$ cat src/rtl/quire_window_arbiter_pkg.sv
// quire_window_arbiter_pkg
//   Shared types and width helpers for the quire window arbiter.
//   - arb_state_t         : arbiter FSM states
//   - get_fraction_width  : fraction bus width of a decoded posit (or product)
//   - get_scale_width     : signed scale bus width of a decoded posit (or product)
//   - get_owner_width     : owner-ID width, clog2 of requester count, minimum 1
package quire_window_arbiter_pkg;

  typedef enum logic {ARB_IDLE, ARB_GRANT} arb_state_t;

  // Significand width including the hidden bit.
  // A product of two significands is twice as wide.
  function automatic int get_fraction_width(int posit_width, int posit_es, int is_prod);
    int sig_w;
    sig_w = posit_width - posit_es - 2;
    if (sig_w < 1) sig_w = 1;
    return (is_prod != 0) ? 2 * sig_w : sig_w;
  endfunction

  // Regime magnitude needs clog2(n-1) bits, plus es exponent bits and a sign bit.
  // A product adds one more bit of scale range.
  function automatic int get_scale_width(int posit_width, int posit_es, int is_prod);
    int w;
    w = $clog2(posit_width - 1) + posit_es + 1;
    return (is_prod != 0) ? w + 1 : w;
  endfunction

  function automatic int get_owner_width(int nb_req);
    return (nb_req <= 2) ? 1 : $clog2(nb_req);
  endfunction

endpackage

$ cat src/rtl/quire_window_arbiter_tag_fifo.sv
// quire_window_arbiter_tag_fifo
//   Small synchronous FIFO holding the owner tag of each window sent to the quire.
//   Ports:
//     clk, rst          : clock, asynchronous active-high reset
//     push, push_data   : write request and tag
//     pop               : read request (ignored while empty)
//     head              : tag at the FIFO head (undefined while empty)
//     full, empty       : occupancy flags
//   A push while full is accepted only together with a pop.
module quire_window_arbiter_tag_fifo
  import quire_window_arbiter_pkg::*;
#(
  parameter int WIDTH = 2,
  parameter int DEPTH = 4
) (
  input  logic             clk,
  input  logic             rst,
  input  logic             push,
  input  logic [WIDTH-1:0] push_data,
  input  logic             pop,
  output logic [WIDTH-1:0] head,
  output logic             full,
  output logic             empty
);

  localparam int AW = (DEPTH <= 2) ? 1 : $clog2(DEPTH);

  logic [WIDTH-1:0] mem [DEPTH];
  logic [AW-1:0]    wr_ptr;
  logic [AW-1:0]    rd_ptr;
  logic [AW:0]      count;
  logic             do_push;
  logic             do_pop;

  assign full    = (count == (AW+1)'(DEPTH));
  assign empty   = (count == '0);
  assign do_pop  = pop & ~empty;
  assign do_push = push & (~full | do_pop);
  assign head    = mem[rd_ptr];

  // Pointers wrap naturally because DEPTH is a power of two.
  always_ff @(posedge clk or posedge rst) begin
    if (rst) begin
      wr_ptr <= '0;
      rd_ptr <= '0;
      count  <= '0;
    end else begin
      if (do_push) wr_ptr <= wr_ptr + 1'b1;
      if (do_pop)  rd_ptr <= rd_ptr + 1'b1;
      case ({do_push, do_pop})
        2'b10:   count <= count + 1'b1;
        2'b01:   count <= count - 1'b1;
        default: count <= count;
      endcase
    end
  end

  // Storage needs no reset; only entries between the pointers are ever read.
  always_ff @(posedge clk) begin
    if (do_push) mem[wr_ptr] <= push_data;
  end

endmodule

$ cat src/rtl/quire_window_arbiter.sv
// quire_window_arbiter
//   Round-robin arbiter sharing one quire among NB_REQ product streams, one
//   sow..eow window at a time, and tracking which requester owns each result.
//   Ports:
//     clk, rst                     : clock, asynchronous active-high reset
//     req_rts_i / req_rtr_o        : per-requester handshake
//     req_{sow,eow,sign,zero,NaR}_i: per-requester beat flags
//     req_fraction_i, req_scale_i  : packed per-requester data, k at [k*W +: W]
//     q_rts_o / q_rtr_i, q_*_o     : granted beat towards the quire
//     qo_rts_i, qo_rtr_i, qo_eow_i : snooped quire result handshake
//     owner_o, owner_valid_o       : owner tag of the result at the quire output
//     err_len_o, err_tag_o         : sticky window-length / tag-underflow errors
module quire_window_arbiter
  import quire_window_arbiter_pkg::*;
#(
  parameter int POSIT_WIDTH   = 8,
  parameter int POSIT_ES      = 0,
  parameter int IS_PROD_ACCUM = 1,
  parameter int LOG_NB_ACCUM  = 15,
  parameter int NB_REQ        = 4,
  parameter int TAG_DEPTH     = 4,
  localparam int FW = get_fraction_width(POSIT_WIDTH, POSIT_ES, IS_PROD_ACCUM),
  localparam int SW = get_scale_width(POSIT_WIDTH, POSIT_ES, IS_PROD_ACCUM),
  localparam int OW = get_owner_width(NB_REQ)
) (
  input  logic                 clk,
  input  logic                 rst,
  input  logic [NB_REQ-1:0]    req_rts_i,
  output logic [NB_REQ-1:0]    req_rtr_o,
  input  logic [NB_REQ-1:0]    req_sow_i,
  input  logic [NB_REQ-1:0]    req_eow_i,
  input  logic [NB_REQ-1:0]    req_sign_i,
  input  logic [NB_REQ-1:0]    req_zero_i,
  input  logic [NB_REQ-1:0]    req_NaR_i,
  input  logic [NB_REQ*FW-1:0] req_fraction_i,
  input  logic [NB_REQ*SW-1:0] req_scale_i,
  output logic                 q_rts_o,
  input  logic                 q_rtr_i,
  output logic                 q_sow_o,
  output logic                 q_eow_o,
  output logic                 q_sign_o,
  output logic                 q_zero_o,
  output logic                 q_NaR_o,
  output logic [FW-1:0]        q_fraction_o,
  output logic [SW-1:0]        q_scale_o,
  input  logic                 qo_rts_i,
  input  logic                 qo_rtr_i,
  input  logic                 qo_eow_i,
  output logic [OW-1:0]        owner_o,
  output logic                 owner_valid_o,
  output logic                 err_len_o,
  output logic                 err_tag_o
);

  localparam logic [LOG_NB_ACCUM:0] BEAT_LIMIT = {1'b1, {LOG_NB_ACCUM{1'b0}}};

  arb_state_t            state;
  arb_state_t            state_nxt;
  logic [OW-1:0]         owner;
  logic [OW-1:0]         rr_ptr;
  logic [LOG_NB_ACCUM:0] beat_cnt;
  logic [NB_REQ-1:0]     eligible;
  logic                  sel_rts;
  logic                  sel_eow;
  logic                  block;
  logic                  xfer;
  logic                  eow_xfer;
  logic                  tag_pop;
  logic                  fifo_full;
  logic                  fifo_empty;
  logic [OW-1:0]         fifo_head;

  // First eligible requester at or after ptr, scanning upwards with wrap.
  function automatic logic [OW-1:0] rr_pick(logic [NB_REQ-1:0] elig, logic [OW-1:0] ptr);
    logic [OW-1:0] sel;
    logic          found;
    int            idx;
    sel   = '0;
    found = 1'b0;
    for (int i = 0; i < NB_REQ; i++) begin
      idx = (int'(ptr) + i) % NB_REQ;
      if (!found && elig[idx]) begin
        sel   = OW'(idx);
        found = 1'b1;
      end
    end
    return sel;
  endfunction

  assign eligible = req_rts_i & req_sow_i;
  assign xfer     = q_rts_o & q_rtr_i;
  assign eow_xfer = xfer & sel_eow;
  assign tag_pop  = qo_rts_i & qo_rtr_i & qo_eow_i;

  // The owner's beat is muxed onto the quire side in every state; only the
  // handshake decides whether it is actually offered.
  always_comb begin
    sel_rts      = 1'b0;
    sel_eow      = 1'b0;
    q_sow_o      = 1'b0;
    q_eow_o      = 1'b0;
    q_sign_o     = 1'b0;
    q_zero_o     = 1'b0;
    q_NaR_o      = 1'b0;
    q_fraction_o = '0;
    q_scale_o    = '0;
    for (int k = 0; k < NB_REQ; k++) begin
      if (OW'(k) == owner) begin
        sel_rts      = req_rts_i[k];
        sel_eow      = req_eow_i[k];
        q_sow_o      = req_sow_i[k];
        q_eow_o      = req_eow_i[k];
        q_sign_o     = req_sign_i[k];
        q_zero_o     = req_zero_i[k];
        q_NaR_o      = req_NaR_i[k];
        q_fraction_o = req_fraction_i[k*FW +: FW];
        q_scale_o    = req_scale_i[k*SW +: SW];
      end
    end
  end

  always_ff @(posedge clk or posedge rst) begin
    if (rst) state <= ARB_IDLE;
    else     state <= state_nxt;
  end

  // An eow beat is held back while the tag FIFO is full, so every finished
  // window is guaranteed a tag slot.
  always_comb begin
    state_nxt = state;
    block     = 1'b0;
    q_rts_o   = 1'b0;
    req_rtr_o = '0;
    case (state)
      ARB_IDLE: begin
        if (|eligible) state_nxt = ARB_GRANT;
      end
      ARB_GRANT: begin
        block   = sel_eow & fifo_full;
        q_rts_o = sel_rts & ~block;
        for (int k = 0; k < NB_REQ; k++) begin
          if (OW'(k) == owner) req_rtr_o[k] = q_rtr_i & ~block;
        end
        if (sel_rts & ~block & q_rtr_i & sel_eow) state_nxt = ARB_IDLE;
      end
      default: state_nxt = ARB_IDLE;
    endcase
  end

  // Owner is latched on the arbitration decision; the pointer advances past
  // the owner once its window closes.
  always_ff @(posedge clk or posedge rst) begin
    if (rst) begin
      owner  <= '0;
      rr_ptr <= '0;
    end else begin
      if (state == ARB_IDLE && |eligible) owner <= rr_pick(eligible, rr_ptr);
      if (eow_xfer) rr_ptr <= (owner == OW'(NB_REQ - 1)) ? '0 : owner + 1'b1;
    end
  end

  // Beat counter saturates at the limit so every later beat keeps flagging.
  // A sow beat (including a mid-window restart) begins a fresh count.
  always_ff @(posedge clk or posedge rst) begin
    if (rst) begin
      beat_cnt  <= '0;
      err_len_o <= 1'b0;
      err_tag_o <= 1'b0;
    end else begin
      if (xfer) begin
        if (q_sow_o) begin
          beat_cnt <= {{LOG_NB_ACCUM{1'b0}}, 1'b1};
        end else if (beat_cnt == BEAT_LIMIT) begin
          err_len_o <= 1'b1;
        end else begin
          beat_cnt <= beat_cnt + 1'b1;
        end
      end
      if (tag_pop && fifo_empty) err_tag_o <= 1'b1;
    end
  end

  quire_window_arbiter_tag_fifo #(
    .WIDTH (OW),
    .DEPTH (TAG_DEPTH)
  ) u_tag_fifo (
    .clk       (clk),
    .rst       (rst),
    .push      (eow_xfer),
    .push_data (owner),
    .pop       (tag_pop),
    .head      (fifo_head),
    .full      (fifo_full),
    .empty     (fifo_empty)
  );

  assign owner_valid_o = ~fifo_empty;
  assign owner_o       = fifo_empty ? '0 : fifo_head;

endmodule

$ cat config.mk
export PLATFORM = sky130hd
export DESIGN_NAME = quire_window_arbiter
export DESIGN_NICKNAME = d
export VERILOG_FILES = /design/src/rtl/quire_window_arbiter_pkg.sv /design/src/rtl/quire_window_arbiter_tag_fifo.sv /design/src/rtl/quire_window_arbiter.sv
export SDC_FILE = /design/constraint.sdc
export NUM_CORES = 1
export LEC_CHECK = 0
export BUFFER_PORTS_ARGS = -buffer_cell sky130_fd_sc_hd__buf_2
export CAP_MARGIN = 15
export CORE_UTILIZATION = 30
export DETAILED_ROUTE_END_ITERATION = 10
export PLACE_DENSITY = 0.67
export SYNTH_ARGS = -nofsm -noshare
export SYNTH_HDL_FRONTEND = slang
export SYNTH_HIERARCHICAL = 1
export SYNTH_SLANG_ARGS = --single-unit
export TNS_END_PERCENT = 50
$ cat constraint.sdc
create_clock -name clk -period 2.72 [get_ports clk]
set_input_delay 0.544 -clock clk [delete_from_list [all_inputs] [get_ports clk]]
set_output_delay 0.544 -clock clk [all_outputs]
set_load 0.005 [all_outputs]
======== Word level (Yosys, flattened, before mapping) ========
Memories as Yosys holds them, arrays and structs flattened.
Index checks and enable logic that the tools add are counted.
storage, ports and cells
  memories kept ........................... 1
  bits in writable memories ............... 8
  register bits after elaboration ......... 30
  output and inout bits ................... 32
  bits of input ports ..................... 98
memories
  memory          depth  width  read ports  clocked after memory_dff  wr ports  line                                 source
  u_tag_fifo.mem  4      2      1           0                         1         quire_window_arbiter_tag_fifo.sv:28  logic [WIDTH-1:0] mem [DEPTH];
cells by class
  magnitude comparators ................... 4
  reduce and logical (&&, ||, !) cells .... 17
  equal/unequal tests ..................... 9
  bitwise operators ....................... 21
  muxes and demuxes ....................... 69
  $add $sub $neg .......................... 9
operator list
  operator                                                     count
  2-to-1 mux 12 bit                                            4
  2-to-1 mux 1 bit                                             46
  2-to-1 mux 16 bit                                            2
  2-to-1 mux 5 bit                                             4
  adder 16 x 1 -> 16 bit (second input constant)               1
  == test 16 bit (second input constant)                       1
  less-than comparator 3 x 4 -> 1 bit (second input constant)  3
  2-to-1 mux 2 bit                                             6
  AND 1 bit                                                    11
  adder 2 x 1 -> 2 bit (second input constant)                 4
  binary-select mux 1 bit (select 2 bit)                       4
  one-hot mux 3 bit (2 select lines)                           1
  OR reduction 2 bit                                           3
  logical AND 1 bit                                            5
  inverter 1 bit                                               5
  adder 2 bit (second input constant)                          2
  AND 4 bit                                                    1
  == test 2 bit (first input constant)                         2
  == test 2 bit (second input constant)                        2
  2-to-1 mux 4 bit                                             1
  OR reduction 4 bit                                           1
  adder 3 x 1 -> 3 bit (second input constant)                 1
  AND 1 bit (first input constant)                             3
  == test 3 bit (second input constant)                        1
  other kinds (13)                                             15

======== Logic depth before layout (Yosys ltp) ========
Gate-level depths: netlist of run 1.
  word-level depth ........................ 16
  mapped depth ............................ 16

======== Hierarchy ========
The synthesis of run 1 kept the hierarchy.
by module, submodules not included
  module                         times used  area an instance (um^2)  sequential area each (um^2)  cells each
  quire_window_arbiter           1           2269.7                   575.6                        300
  quire_window_arbiter_tag_fifo  1           726.9                    415.4                        49

======== Worst setup path before layout of run 1 ========
No wires, ideal clock.
  path type ............................... register to register
  start point ............................. reg owner[0]
  end point ............................... reg u_tag_fifo.count[2]
  arrival time ............................ 2854 ps
  cell stages (with the launch flop) ...... 16
  slack ................................... -213 ps
  clock period less this slack ............ 2933 ps
  cell sequence ........................... dfrtp_1 > inv_1 > ha_1 > nand3b_1 > a221o_1 > and3b_2 > nand2_2 > inv_1 > o21a_4 > inv_1 > ha_1 > inv_1 > fa_1 > xor2_1 > nor2_1 > xor2_1
between the ends
  cells in the longest elaborated chain, start to end .. 14
  elaborated cells on any way between the ends .. 23
RTL lines
  item                                                                             line                                 source
  start, declared                                                                  quire_window_arbiter.sv:59           logic [OW-1:0] owner;
  start signal, assigned                                                           quire_window_arbiter.sv:157          if (state == ARB_IDLE && |eligible) owner <= rr_pick(eligible, rr_ptr);
  zero test 2 bit                                                                  quire_window_arbiter.sv:108          if (OW'(k) == owner) begin
  2-to-1 mux 1 bit (4 in a row)                                                    quire_window_arbiter.sv:108
  AND 1 bit                                                                        quire_window_arbiter.sv:139          block = sel_eow & fifo_full;
  inverter 1 bit                                                                   quire_window_arbiter.sv:140          q_rts_o = sel_rts & ~block;
  AND 1 bit                                                                        quire_window_arbiter.sv:140
  2-to-1 mux 1 bit                                                                 quire_window_arbiter.sv:134          case (state)
  AND 1 bit                                                                        quire_window_arbiter.sv:91           assign xfer = q_rts_o & q_rtr_i;
  AND 1 bit *                                                                      quire_window_arbiter.sv:92           assign eow_xfer = xfer & sel_eow;
  via eow_xfer                                                                     quire_window_arbiter.sv:67           logic eow_xfer;
  AND 1 bit *                                                                      quire_window_arbiter_tag_fifo.sv:38  assign do_push = push & (~full | do_pop);
  == test 2 x 1 -> 1 bit / == test 2 bit (equally long branches)                   quire_window_arbiter_tag_fifo.sv:50  case ({do_push, do_pop})
  one-hot mux 3 bit (2 select lines) / nonzero test 2 bit (equally long branches)  n/a
  end signal, assigned                                                             quire_window_arbiter_tag_fifo.sv:51  2'b10: count <= count + 1'b1;
  end signal, assigned                                                             quire_window_arbiter_tag_fifo.sv:52  2'b01: count <= count - 1'b1;
  end signal, assigned                                                             quire_window_arbiter_tag_fifo.sv:53  default: count <= count;
  end, declared                                                                    quire_window_arbiter_tag_fifo.sv:31  logic [AW:0] count;
The timed path passes the listed nets; every way through them passes the cells marked *.
A chain may end at the register's enable or synchronous reset.

======== Worst setup path after layout of run 1 ========
  start point ............................. reg owner[1]
  end point ............................... reg u_tag_fifo.count[2]
The elaborated chain is that of the path after synthesis.

==> results of run 1 <==
==> metal layers <==
layer | wire, microns | up-vias | GRT usage (%)
met5 | 0 | - | 0
met4 | 112 | 0 | 5.05
met3 | 387 | 10 | 3.21
met2 | 4340 | 77 | 27.3
met1 | 4000 | 1521 | 23.1
li1 | - | 1552 | -
==> power breakdown <==
group          leakage, nW  internal [W]  switching [W]  total (W)
Sequential           0.455      0.000736       0.000161   0.000897
Clock               0.0528      0.000271       0.000197   0.000468
Combinational         1.43       0.00128        0.00134    0.00262
Total                 1.94       0.00229        0.00170    0.00399
==> through the flow <==
stage          utilization [%]  hold WS, ps
6_report                  42.6          180
3_5_place_dp              40.5          455
3_3_place_gp              40.5          446
5_1_grt                   42.6          203
2_1_floorplan                -          347
4_1_cts                   42.1          182
==> worst max-delay path by stage <==
stage	slack, ps	to	start
2_1_floorplan	-80	u_tag_fifo/count[2]	owner[1]
3_3_place_gp	70	u_tag_fifo/count[2]	u_tag_fifo/count[1]
3_5_place_dp	-7	u_tag_fifo/count[2]	owner[1]
4_1_cts	3	u_tag_fifo/count[2]	u_tag_fifo/count[1]
5_1_grt	-80	u_tag_fifo/count[2]	owner[1]
6_report	20	u_tag_fifo/count[2]	owner[1]
==> sequential cells by signal, indices dropped and copies added, names as in the netlist, 2 cells and up <==
signal             count
u_tag_fifo/mem         8
rr_ptr                 2
u_tag_fifo/count       3
beat_cnt              16
owner                  2
u_tag_fifo/wr_ptr      2
u_tag_fifo/rd_ptr      2
==> cells in the mapped netlist (2+ instances only) <==
| cell type | instances |
|---|---|
| mux2i_1 | 2 |
| a22oi_1 | 20 |
| mux4_2 | 2 |
| nor2b_1 | 8 |
| clkbuf_1 | 11 |
| ha_1 | 11 |
| dfrtp_1 | 30 |
| a21o_1 | 4 |
| nor2_1 | 30 |
| nor3_1 | 2 |
| and3_1 | 7 |
| nand4_1 | 4 |
| and2_2 | 4 |
| a211oi_1 | 3 |
| o31ai_1 | 3 |
| nand2b_1 | 2 |
| and2_1 | 2 |
| a21oi_1 | 32 |
| xnor2_1 | 3 |
| nand3b_4 | 2 |
| nor4_1 | 3 |
| mux2_4 | 3 |
| inv_1 | 17 |
| nand2_1 | 34 |
| nor3b_1 | 4 |
| a31oi_1 | 7 |
| buf_2 | 5 |
| o21ai_1 | 3 |
| nand2_2 | 2 |
| edfxtp_1 | 8 |
| o21ai_0 | 32 |
| and4_1 | 2 |
| o31ai_2 | 9 |
| nand3b_1 | 3 |
| xor2_1 | 3 |
| buf_6 | 3 |
| nand3_1 | 7 |
| buf_1 | 2 |
==> logic make-up after synthesis <==
family,after synthesis
compound gates,126
xor+xnor,6
fa+ha+maj,12
buf+inv,39
flops,38
mux,8
simple gates,120
==> area by class of cell <==
cell class	count	area, sq um	area share [%]
Tap cell	133	166	4.01
Sequential cell	38	993	24.0
Clock inverter	2	33.8	0.815
Inverter	17	68.8	1.66
Multi-Input combinational cell	272	1940	46.7
Clock buffer	6	72.6	1.75
Timing Repair Buffer	156	873	21.1
==> critical path, cell delays in order, from the launching register on <==
cell,delay (ps)
dfrtp_2,440
inv_4,70
ha_4,200
nand3b_1,170
a221o_1,340
and3b_2,250
nand2_4,60
inv_2,30
o21a_4,100
inv_2,60
ha_4,120
inv_2,30
fa_2,330
xor2_1,150
nor2_1,130
xor2_1,140
==> cell usage in the layout (no fill, tap or decap), types with 4 or more instances in the layout <==
| cell | Yosys | layout |
|---|---|---|
| a21o_1 | 4 | 4 |
| a21oi_1 | 32 | 31 |
| a22oi_1 | 20 | 19 |
| a31oi_1 | 7 | 7 |
| and2_2 | 4 | 4 |
| and3_1 | 7 | 7 |
| buf_2 | 5 | 129 |
| buf_4 | 1 | 25 |
| clkbuf_8 | 0 | 5 |
| dfrtp_1 | 30 | 28 |
| edfxtp_1 | 8 | 8 |
| ha_1 | 11 | 6 |
| ha_4 | 0 | 5 |
| inv_1 | 17 | 11 |
| inv_2 | 0 | 4 |
| nand2_1 | 34 | 34 |
| nand3_1 | 7 | 7 |
| nand4_1 | 4 | 4 |
| nor2_1 | 30 | 30 |
| nor2b_1 | 8 | 7 |
| o21ai_0 | 32 | 27 |
| o21ai_1 | 3 | 8 |
| o31ai_2 | 9 | 9 |
==> what timing repair did <==
action                                 in CTS  in global routing
setup endpoints to repair                  13                 18
setup buffers                               3                  3
endpoints found under the hold margin       0                  0
pin swaps                                   2                  6
hold buffers                                0                  0
resized for setup                           5                 12
==> flow_summary_export.csv, run 1 <==
group,metric,value,unit
yosys,synth_cells,349,
global_routing,grt_pass1_vias,2842,
yosys,syn-num-nets,459,
finish,final_cells,624,
setup_path,reg2reg_slack,20,ps
drt,routed_wirelength,8840,microns
global_routing,grt_usage,17.0,%
sta,drv_slew,0,
yosys,synth_ff_type,"dfrtp_1",
yosys,syn_area_per_cell,8.59,sq um
cts,cts_buffers,5,
floorplan,ios,130,
global_routing,antenna_found_initial,0,
sta,finalWorstSetupSlack,24.7,ps
yosys,synthSimpleGateAreaFrac,21.2,%
global_routing,grt_max_degree,42,
cts,clkTransAtPathRegs,80,ps
floorplan,die_x,102,microns
setup_path,crit_path_max_fanout,7,
drt,num_vias,3160,
floorplan,dieArea,0.0104,sq mm
sta,finalSetupTns,0,ps
placement,io_buffers,129,
setup_path,cp-start-kind,"flop",
global_routing,grt_pass1_wl,13900,microns
cts,cts_root_buffer,"clkbuf_8",
sta,timing.fmax,371,MHz
sta,finalCriticalPeriod,2700,ps
sta,timing.final.crit_share,99.1,%
outcome,status,"finished clean",
setup_path,critical_path_required,2940,ps
setup_path,r2r_cells,15,
yosys,synth-edff-count,8,
placement,globalplace.congestion,0.869,
power_and_ir_drop,p_leak,1.94,nW
yosys,synth_compound_area_share,28.7,%
finish,drive_gt1_share,43.4,%
yosys,async_flop_share,78.9,%
yosys,ys_ff_latch,38,
sta,maxSlewHeadroom,61.3,%
yosys,yosysTopAreaCellShare,25.1,%
drt,drtIter0Drc,118,
yosys,ys.warnings.count,6,
placement,placed_cells,610,
yosys,yosysUniqueCellTypes,58,
cts,htreeDepth,2,
sta,skew,5.29,ps
power_and_ir_drop,p_total,0.00399,W
worst_hold_path,min_path_type,"in2async",
drt,vias_per_cell,5.06,
sta,rsz0062_at_grt,"yes",
setup_path,r2r-start,"owner[1]",
drt,wl_per_cell,14.2,microns
global_routing,overflow,0,
finish,syn_to_final_growth,38.4,%
yosys,synth-xor-area-share,1.75,%
yosys,synth.area.mux_share,4.05,%
yosys,synth_top_area_cell,"dfrtp_1",
finish,antenna_cells,0,
sta,worst_slew_pin_slew,577,ps
yosys,netlist_area,0.00300,sq mm
floorplan,initial_utilization,30.8,%
sta,setup_viol,0,
cts,cts_tree,"yes",
floorplan,core.rowCount,36,
placement,dpl_cell_area,0.00394,sq mm
drt,ant_nets,0,
placement,dp_slack,-6.63,ps
finish,finish.instance_area,0.00415,sq mm
yosys,synth_top_family_by_area,"compound AO/OA/AOI/OAI gates",
placement,dpl.hpwl,6900,microns
yosys,yosys-top-cells-area,"dfrtp_1, edfxtp_1, a21oi_1",
yosys,synthAdderAreaFrac,5.26,%
finish,final_net_count,600,
cts,insertion_delay,290,ps
floorplan,core,0.00973,sq mm
power_and_ir_drop,irDropWorstVdd,0.413,mV
finish,nFillCells,962,
yosys,seq_area_frac_synth,33.1,%
power_and_ir_drop,powerDensity,961,mW/mm^2
drt,drc_errors,0,
setup_path,arrival,2910,ps
setup_path,crit_path_end_kind,"flop",
cts,clock_sinks,38,
cts,clock_path_buffers,2,
setup_path,crit_type,"reg2reg",
sta,hold_viol,0,
setup_path,timing.rr.end,"u_tag_fifo/count[2]",
drt,drt-pass1-iter-count,4,
floorplan,chipHeight,102,microns
flow_run,maxCapViolCount,0,
Power figures use the tool's default switching activity.
==> inputs of run 2 (changes only) <==
--- a/config.mk
+++ b/config.mk
@@ -5,6 +5,7 @@
 export SDC_FILE = /design/constraint.sdc
 export NUM_CORES = 1
 export LEC_CHECK = 0
+export ABC_CLOCK_PERIOD_IN_PS = 2720
 export BUFFER_PORTS_ARGS = -buffer_cell sky130_fd_sc_hd__buf_2
 export CAP_MARGIN = 15
 export CORE_UTILIZATION = 30
@@ -12,6 +13,5 @@
 export PLACE_DENSITY = 0.67
 export SYNTH_ARGS = -nofsm -noshare
 export SYNTH_HDL_FRONTEND = slang
-export SYNTH_HIERARCHICAL = 1
 export SYNTH_SLANG_ARGS = --single-unit
 export TNS_END_PERCENT = 50
==> run 2 against run 1 <==
  * Core utilization up 0.065 points
  * Via count up 0.16%
  * Critical path depth down 7
  * Area after synthesis down 1.8%
  * Count of clock-buffer cells in the layout up 1
  * Flip-flop and latch count unchanged
  * Sequential power up 2%
==> flow_summary_export.csv, run 2 <==
group,metric,value,unit
yosys,seq_area_frac_synth,33.7,%
outcome,status,"finished clean",
drt,ant_nets,0,
setup_path,crit_path_end_kind,"output port",
setup_path,crit_path_cell_trace,"inv_2, ha_2, nand2_1, o211a_1, nor3b_2, buf_6, nor3_2, buf_2",
setup_path,r2r_cells,12,
yosys,synth-edff-count,8,
setup_path,cp_num_buf_inv,3,
finish,antenna_cells,0,
yosys,netlist_area,0.00294,sq mm
setup_path,cp.depth,8,
floorplan,core.rowCount,35,
power_and_ir_drop,internal-power,0.00222,W
setup_path,critical_path_required,2180,ps
global_routing,grt_usage,18.7,%
setup_path,reg2reg_slack,100,ps
setup_path,arrival,2120,ps
cts,insertion_delay,290,ps
yosys,yosys-top-cells-area,"dfrtp_1, edfxtp_1, nand2_1",
finish,largest_reg_flops,16,
drt,drc_errors,0,
drt,wl_per_cell,14.6,microns
sta,rsz0062_at_grt,"yes",
sta,drv_slew,0,
finish,final_net_count,605,
placement,dpl.hpwl,7060,microns
yosys,ys_ff_latch,38,
power_and_ir_drop,switching_power,0.00175,W
yosys,synth_top_area_cell,"dfrtp_1",
yosys,ys.warnings.count,0,
yosys,syn-num-nets,473,
setup_path,crit_type,"reg2out",
finish,final_util,42.7,%
sta,setup_viol,0,
yosys,syn_area_per_cell,8.11,sq um
placement,io_buffers,129,
yosys,yosysTopAreaCellShare,25.5,%
yosys,yosysUniqueCellTypes,52,
power_and_ir_drop,pwr-share-clk,12.0,%
cts,htreeDepth,2,
power_and_ir_drop,power_frac_comb,65.0,%
yosys,synth_ff_type,"dfrtp_1",
power_and_ir_drop,powerDensity,993,mW/mm^2
setup_path,timing.rr.end,"u_tag_fifo.count[2]",
finish,drive_gt1_share,36.3,%
drt,drt-pass1-iter-count,4,
power_and_ir_drop,p_leak,1.85,nW
sta,finalCriticalPeriod,2670,ps
power_and_ir_drop,seqPwrFrac,23.0,%
finish,syn_to_final_growth,35.9,%
floorplan,core,0.00937,sq mm
finish,seqCellArea,993,sq um
floorplan,chipHeight,101,microns
cts,cts_tree,"yes",
drt,vias_per_cell,5.06,
setup_path,critPathTopFamily,"buffers and inverters",
floorplan,die_x,101,microns
yosys,async_flop_share,78.9,%
sta,timing.final.crit_share,98.0,%
sta,finalWorstSetupSlack,53.3,ps
placement,dp_slack,78.7,ps
flow_run,maxCapViolCount,0,
setup_path,crit_path_max_fanout,17,
global_routing,overflow,0,
yosys,synth_common_cells,"nand2_1, a21oi_1, nor2_1, dfrtp_1, o21ai_0",
floorplan,ios,130,
power_and_ir_drop,swShare,44.2,%
global_routing,grt_max_degree,42,
finish,nFillCells,971,
finish,layout_commonest_cell,"buf_2",
finish,final_cell_mix,"buf_2, nand2_1, a21oi_1",
sta,hold_viol,0,
yosys,synth_cells,363,
cts,cts_root_buffer,"clkbuf_8",
setup_path,cp-start-kind,"flop",
global_routing,antenna_found_initial,0,
drt,num_vias,3165,
sta,worst_slew_pin_slew,594,ps
global_routing,grt_pass1_wl,15000,microns
yosys,yosysMostFrequentCell,"nand2_1",
finish,reg_top3,"beat_cnt x16, u_tag_fifo.mem x8, u_tag_fifo.count x3",
worst_hold_path,min_path_type,"in2async",
cts,clock_sinks,38,
power_and_ir_drop,irDropWorstVdd,0.381,mV
sta,timing.fmax,375,MHz
drt,routed_wirelength,9130,microns
floorplan,initial_utilization,31.4,%
finish,regMostFlops,"beat_cnt",
global_routing,grt_pass1_vias,3203,
cts,clock_path_buffers,2,
sta,skew,6.48,ps
sta,hold-worst-slack,324,ps
placement,globalplace.congestion,0.832,
setup_path,cp_slowest_cell,"dfrtp_2",
setup_path,slowest_delay,460,ps
setup_path,r2r-start,"owner[1]",
sta,maxSlewHeadroom,60.1,%
setup_path,cp-startpoint,"owner[1]",
cts,cts_buffers,5,
floorplan,dieArea,0.0102,sq mm
cts,clkTransAtPathRegs,80,ps
drt,drtIter0Drc,141,
finish,multi_input_area,0.00187,sq mm
[run 2: power by group through the flow]
stage / registers (W) / logic, W / clock network [W]
finish: 0.000912 / 0.00258 / 0.000478
global route: 0.000932 / 0.00289 / 0.000520
CTS: 0.000897 / 0.00253 / 0.000489
detailed placement: 0.000908 / 0.00247 / 0
global placement: 0.000897 / 0.00242 / 0
floorplan: 0.000864 / 0.00163 / 0
[run 2: per-layer routing]
layer | global-route usage [%] | vias to the layer above | share of wire [%] | routed length, microns
met2 | 32.6 | 137 | 49 | 4500
met3 | 4.23 | 13 | 7.5 | 681
li1 | - | 1566 | - | -
met1 | 22.9 | 1449 | 42 | 3810
met4 | 5.35 | 0 | 1.5 | 138
met5 | 0 | - | 0 | 0
[run 2: final cells by class]
type | count | area share (%)
clock inverter | 1 | 0.751
sequential | 38 | 24.8
multi-input combinational | 284 | 46.7
tap | 129 | 4.04
clock buffer | 7 | 1.91
timing repair buffer | 147 | 19.9
inverter | 19 | 1.85
[run 2: worst max-delay path by stage]
stage	end	slack, ps
floorplan	u_tag_fifo.count[2]	6
global placement	u_tag_fifo.count[2]	190
detailed placement	u_tag_fifo.count[2]	80
CTS	q_rts_o	-10
global route	u_tag_fifo.count[2]	-40
finish	req_rtr_o[3]	50
[run 2: per-stage QoR]
step	instances	total power, W	area [sq um]	setup TNS, ps
2_1_floorplan	363	0.00249	2990	0
3_3_place_gp	616	0.00332	3820	0
3_5_place_dp	616	0.00338	3820	0
4_1_cts	624	0.00392	3950	-13.3
5_1_grt	625	0.00434	4000	-125
6_report	625	0.00397	4000	0
[run 2: kinds of logic (layout without fill, tap and decap cells)]
kind of cell / count (synthesis) / after routing / share of synthesized area (%)
AOI/OAI and AO/OA: 106 / 106 / 23.2
xor gates and xnor gates: 6 / 6 / 1.79
adders and majority gates: 12 / 12 / 5.35
buffers and inverters: 41 / 174 / 5.65
DFF: 38 / 38 / 33.7
muxes: 8 / 8 / 4.08
and+or+nand+nor: 152 / 152 / 26.2
[run 2: repair_timing]
item                                    in CTS  in global routing
gates resized for setup                      5                 14
cloned                                       0                  0
pin swaps                                    0                  1
setup buffers                                0                  1
endpoints found under the setup margin       8                 23
hold buffers                                 0                  0
[run 2: worst min-delay path, stage by stage]
cell and delay (ps):
buf_2 90, inv_1 40, buf_4 360
==> inputs of run 3 (changes only) <==
--- a/config.mk
+++ b/config.mk
@@ -5,12 +5,11 @@
 export SDC_FILE = /design/constraint.sdc
 export NUM_CORES = 1
 export LEC_CHECK = 0
-export ABC_CLOCK_PERIOD_IN_PS = 2720
+export ABC_CLOCK_PERIOD_IN_PS = 2800
 export BUFFER_PORTS_ARGS = -buffer_cell sky130_fd_sc_hd__buf_2
-export CAP_MARGIN = 15
 export CORE_UTILIZATION = 30
 export DETAILED_ROUTE_END_ITERATION = 10
-export PLACE_DENSITY = 0.67
+export PLACE_DENSITY = 0.65
 export SYNTH_ARGS = -nofsm -noshare
 export SYNTH_HDL_FRONTEND = slang
 export SYNTH_SLANG_ARGS = --single-unit
==> constraint.sdc (replaced) <==
create_clock -name clk -period 2.8 [get_ports clk]
set_input_delay 0.56 -clock clk [delete_from_list [all_inputs] [get_ports clk]]
set_output_delay 0.56 -clock clk [all_outputs]
set_load 0.005 [all_outputs]
==> run 3 against run 2 <==
  * Critical path depth decreased by 1
  * Clock skew increased by 0.64 ps
  * Via count increased by 1.2%
  * Largest cell class unchanged
  * Largest power group unchanged
==> flow_summary_export.csv, run 3 (synthesized netlist as in run 2, its figures left out) <==
group,metric,value,unit
drt,drt-pass1-iter-count,4,
setup_path,cp-start-kind,"flop",
sta,rsz0062_at_grt,"no",
cts,cts_tree,"yes",
finish,final_cells,626,
setup_path,crit_path_cell_trace,"ha_1, nand2b_1, o22ai_2, nor3b_2, or2_2, nor2_1, buf_2",
sta,finalCriticalPeriod,2700,ps
global_routing,grt_max_degree,42,
cts,clkTransAtPathRegs,80,ps
flow_run,maxCapViolCount,0,
finish,antenna_cells,0,
floorplan,core,0.00937,sq mm
power_and_ir_drop,irDropWorstVdd,0.378,mV
setup_path,crit_path_end_kind,"output port",
sta,worst_slew_pin_slew,608,ps
global_routing,grt_pass1_wl,14000,microns
finish,final_net_count,606,
floorplan,chipHeight,101,microns
drt,drc_errors,0,
power_and_ir_drop,p_total,0.00389,W
finish,drive_gt1_share,35.8,%
setup_path,cp_num_buf_inv,1,
global_routing,grt_usage,17.3,%
sta,hold_viol,0,
placement,dpl.hpwl,6940,microns
finish,reg_top3,"beat_cnt x16, u_tag_fifo.mem x8, u_tag_fifo.count x3",
sta,skew,7.12,ps
sta,finalWorstSetupSlack,104,ps
finish,final_cell_mix,"buf_2, nand2_1, a21oi_1",
power_and_ir_drop,powerDensity,973,mW/mm^2
cts,cts_buffers,5,
sta,maxSlewHeadroom,59.1,%
floorplan,dieArea,0.0102,sq mm
drt,wl_per_cell,14.2,microns
drt,drtIter0Drc,184,
floorplan,initial_utilization,31.4,%
placement,globalplace.congestion,0.901,
global_routing,grt_pass1_vias,3099,
finish,multi_input_area,0.00184,sq mm
sta,drv_slew,0,
global_routing,antenna_found_initial,0,
cts,insertion_delay,300,ps
global_routing,overflow,0,
finish,nFillCells,970,
finish,seqCellArea,993,sq um
cts,htreeDepth,2,
cts,cts_root_buffer,"clkbuf_8",
cts,clock_path_buffers,2,
drt,ant_nets,0,
finish,syn_to_final_growth,35.8,%
finish,largest_reg_flops,16,
sta,hold-worst-slack,331,ps
power_and_ir_drop,p_leak,1.87,nW
setup_path,cp_slowest_cell,"dfrtp_2",
sta,finalSetupTns,0,ps
outcome,status,"finished clean",
sta,timing.fmax,371,MHz
floorplan,die_x,101,microns
setup_path,slowest_delay,430,ps
placement,io_buffers,129,
finish,regMostFlops,"beat_cnt",
worst_hold_path,min_path_type,"in2async",
floorplan,core.rowCount,35,
setup_path,arrival,2140,ps
cts,clock_sinks,38,
drt,num_vias,3203,
setup_path,critPathTopFamily,"simple AND/OR/NAND/NOR gates",
sta,setup_viol,0,
drt,vias_per_cell,5.12,
drt,routed_wirelength,8910,microns
setup_path,crit_path_max_fanout,7,
placement,dp_slack,81.6,ps
setup_path,critical_path_required,2240,ps
setup_path,crit_type,"reg2out",
sta,timing.final.crit_share,96.3,%
placement,placed_cells,615,
floorplan,ios,130,
finish,layout_commonest_cell,"buf_2",
-- run 3: metal layers --
metal	up-vias	GRT usage [%]	part of all wire (%)
li1	1567	-	-
met2	144	30.8	49
met3	27	4.09	7.1
met4	0	8.25	3.5
met1	1465	19.3	41
met5	-	0	0
-- run 3: path summary, 6_finish.rpt --
path / start / endpoint / slack [ps] / cells past startpoint
hold / removal: rst / beat_cnt[10] / 330 / 3
min in group clk: err_tag_o / err_tag_o / 470 / 1
hold reg to reg: err_tag_o / err_tag_o / 470 / 1
setup reg to reg: owner[0] / u_tag_fifo.count[1] / 220 / 9
setup / recovery: owner[0] / q_rts_o / 100 / 7
max in group asynchronous: rst / owner[1] / 2150 / 3
-- run 3: what timing repair did --
action,4_1_cts,5_1_grt
setup endpoints to repair,7,13
hold buffers,0,0
pin swaps,0,0
gates resized for setup,6,11
buffers inserted,0,3
-- run 3: cell type report --
class / instances / share of cell area (%)
repair buffers: 148 / 20.0
multi-input cells: 284 / 45.9
well taps: 129 / 4.04
clock inverters: 3 / 1.72
inverters: 19 / 1.78
clock buffers: 5 / 1.72
flip-flops and latches: 38 / 24.8
-- run 3: stage by stage --
step	util, %	cell area, sq um
after global placement	40.3	3780
after global routing	42.7	4000
after floorplan	-	2940
after CTS	41.9	3930
after detailed placement	40.3	3780
final	42.7	4000
-- run 3: report_power, final --
| group | total [W] | internal (W) | switching, W |
|---|---|---|---|
| Clock | 0.000567 | 0.000357 | 0.000210 |
| Combinational | 0.00245 | 0.00112 | 0.00133 |
| Sequential | 0.000874 | 0.000720 | 0.000154 |
-- run 3: worst reg2reg max path, stage by stage (launching register included) --
cell and delay (ps):
dfrtp_2 400, ha_1 300, nand2b_1 200, o22ai_2 110, nor2_1 150, or4b_1 480
ha_1 220, inv_1 70, fa_1 400, o21ai_0 170
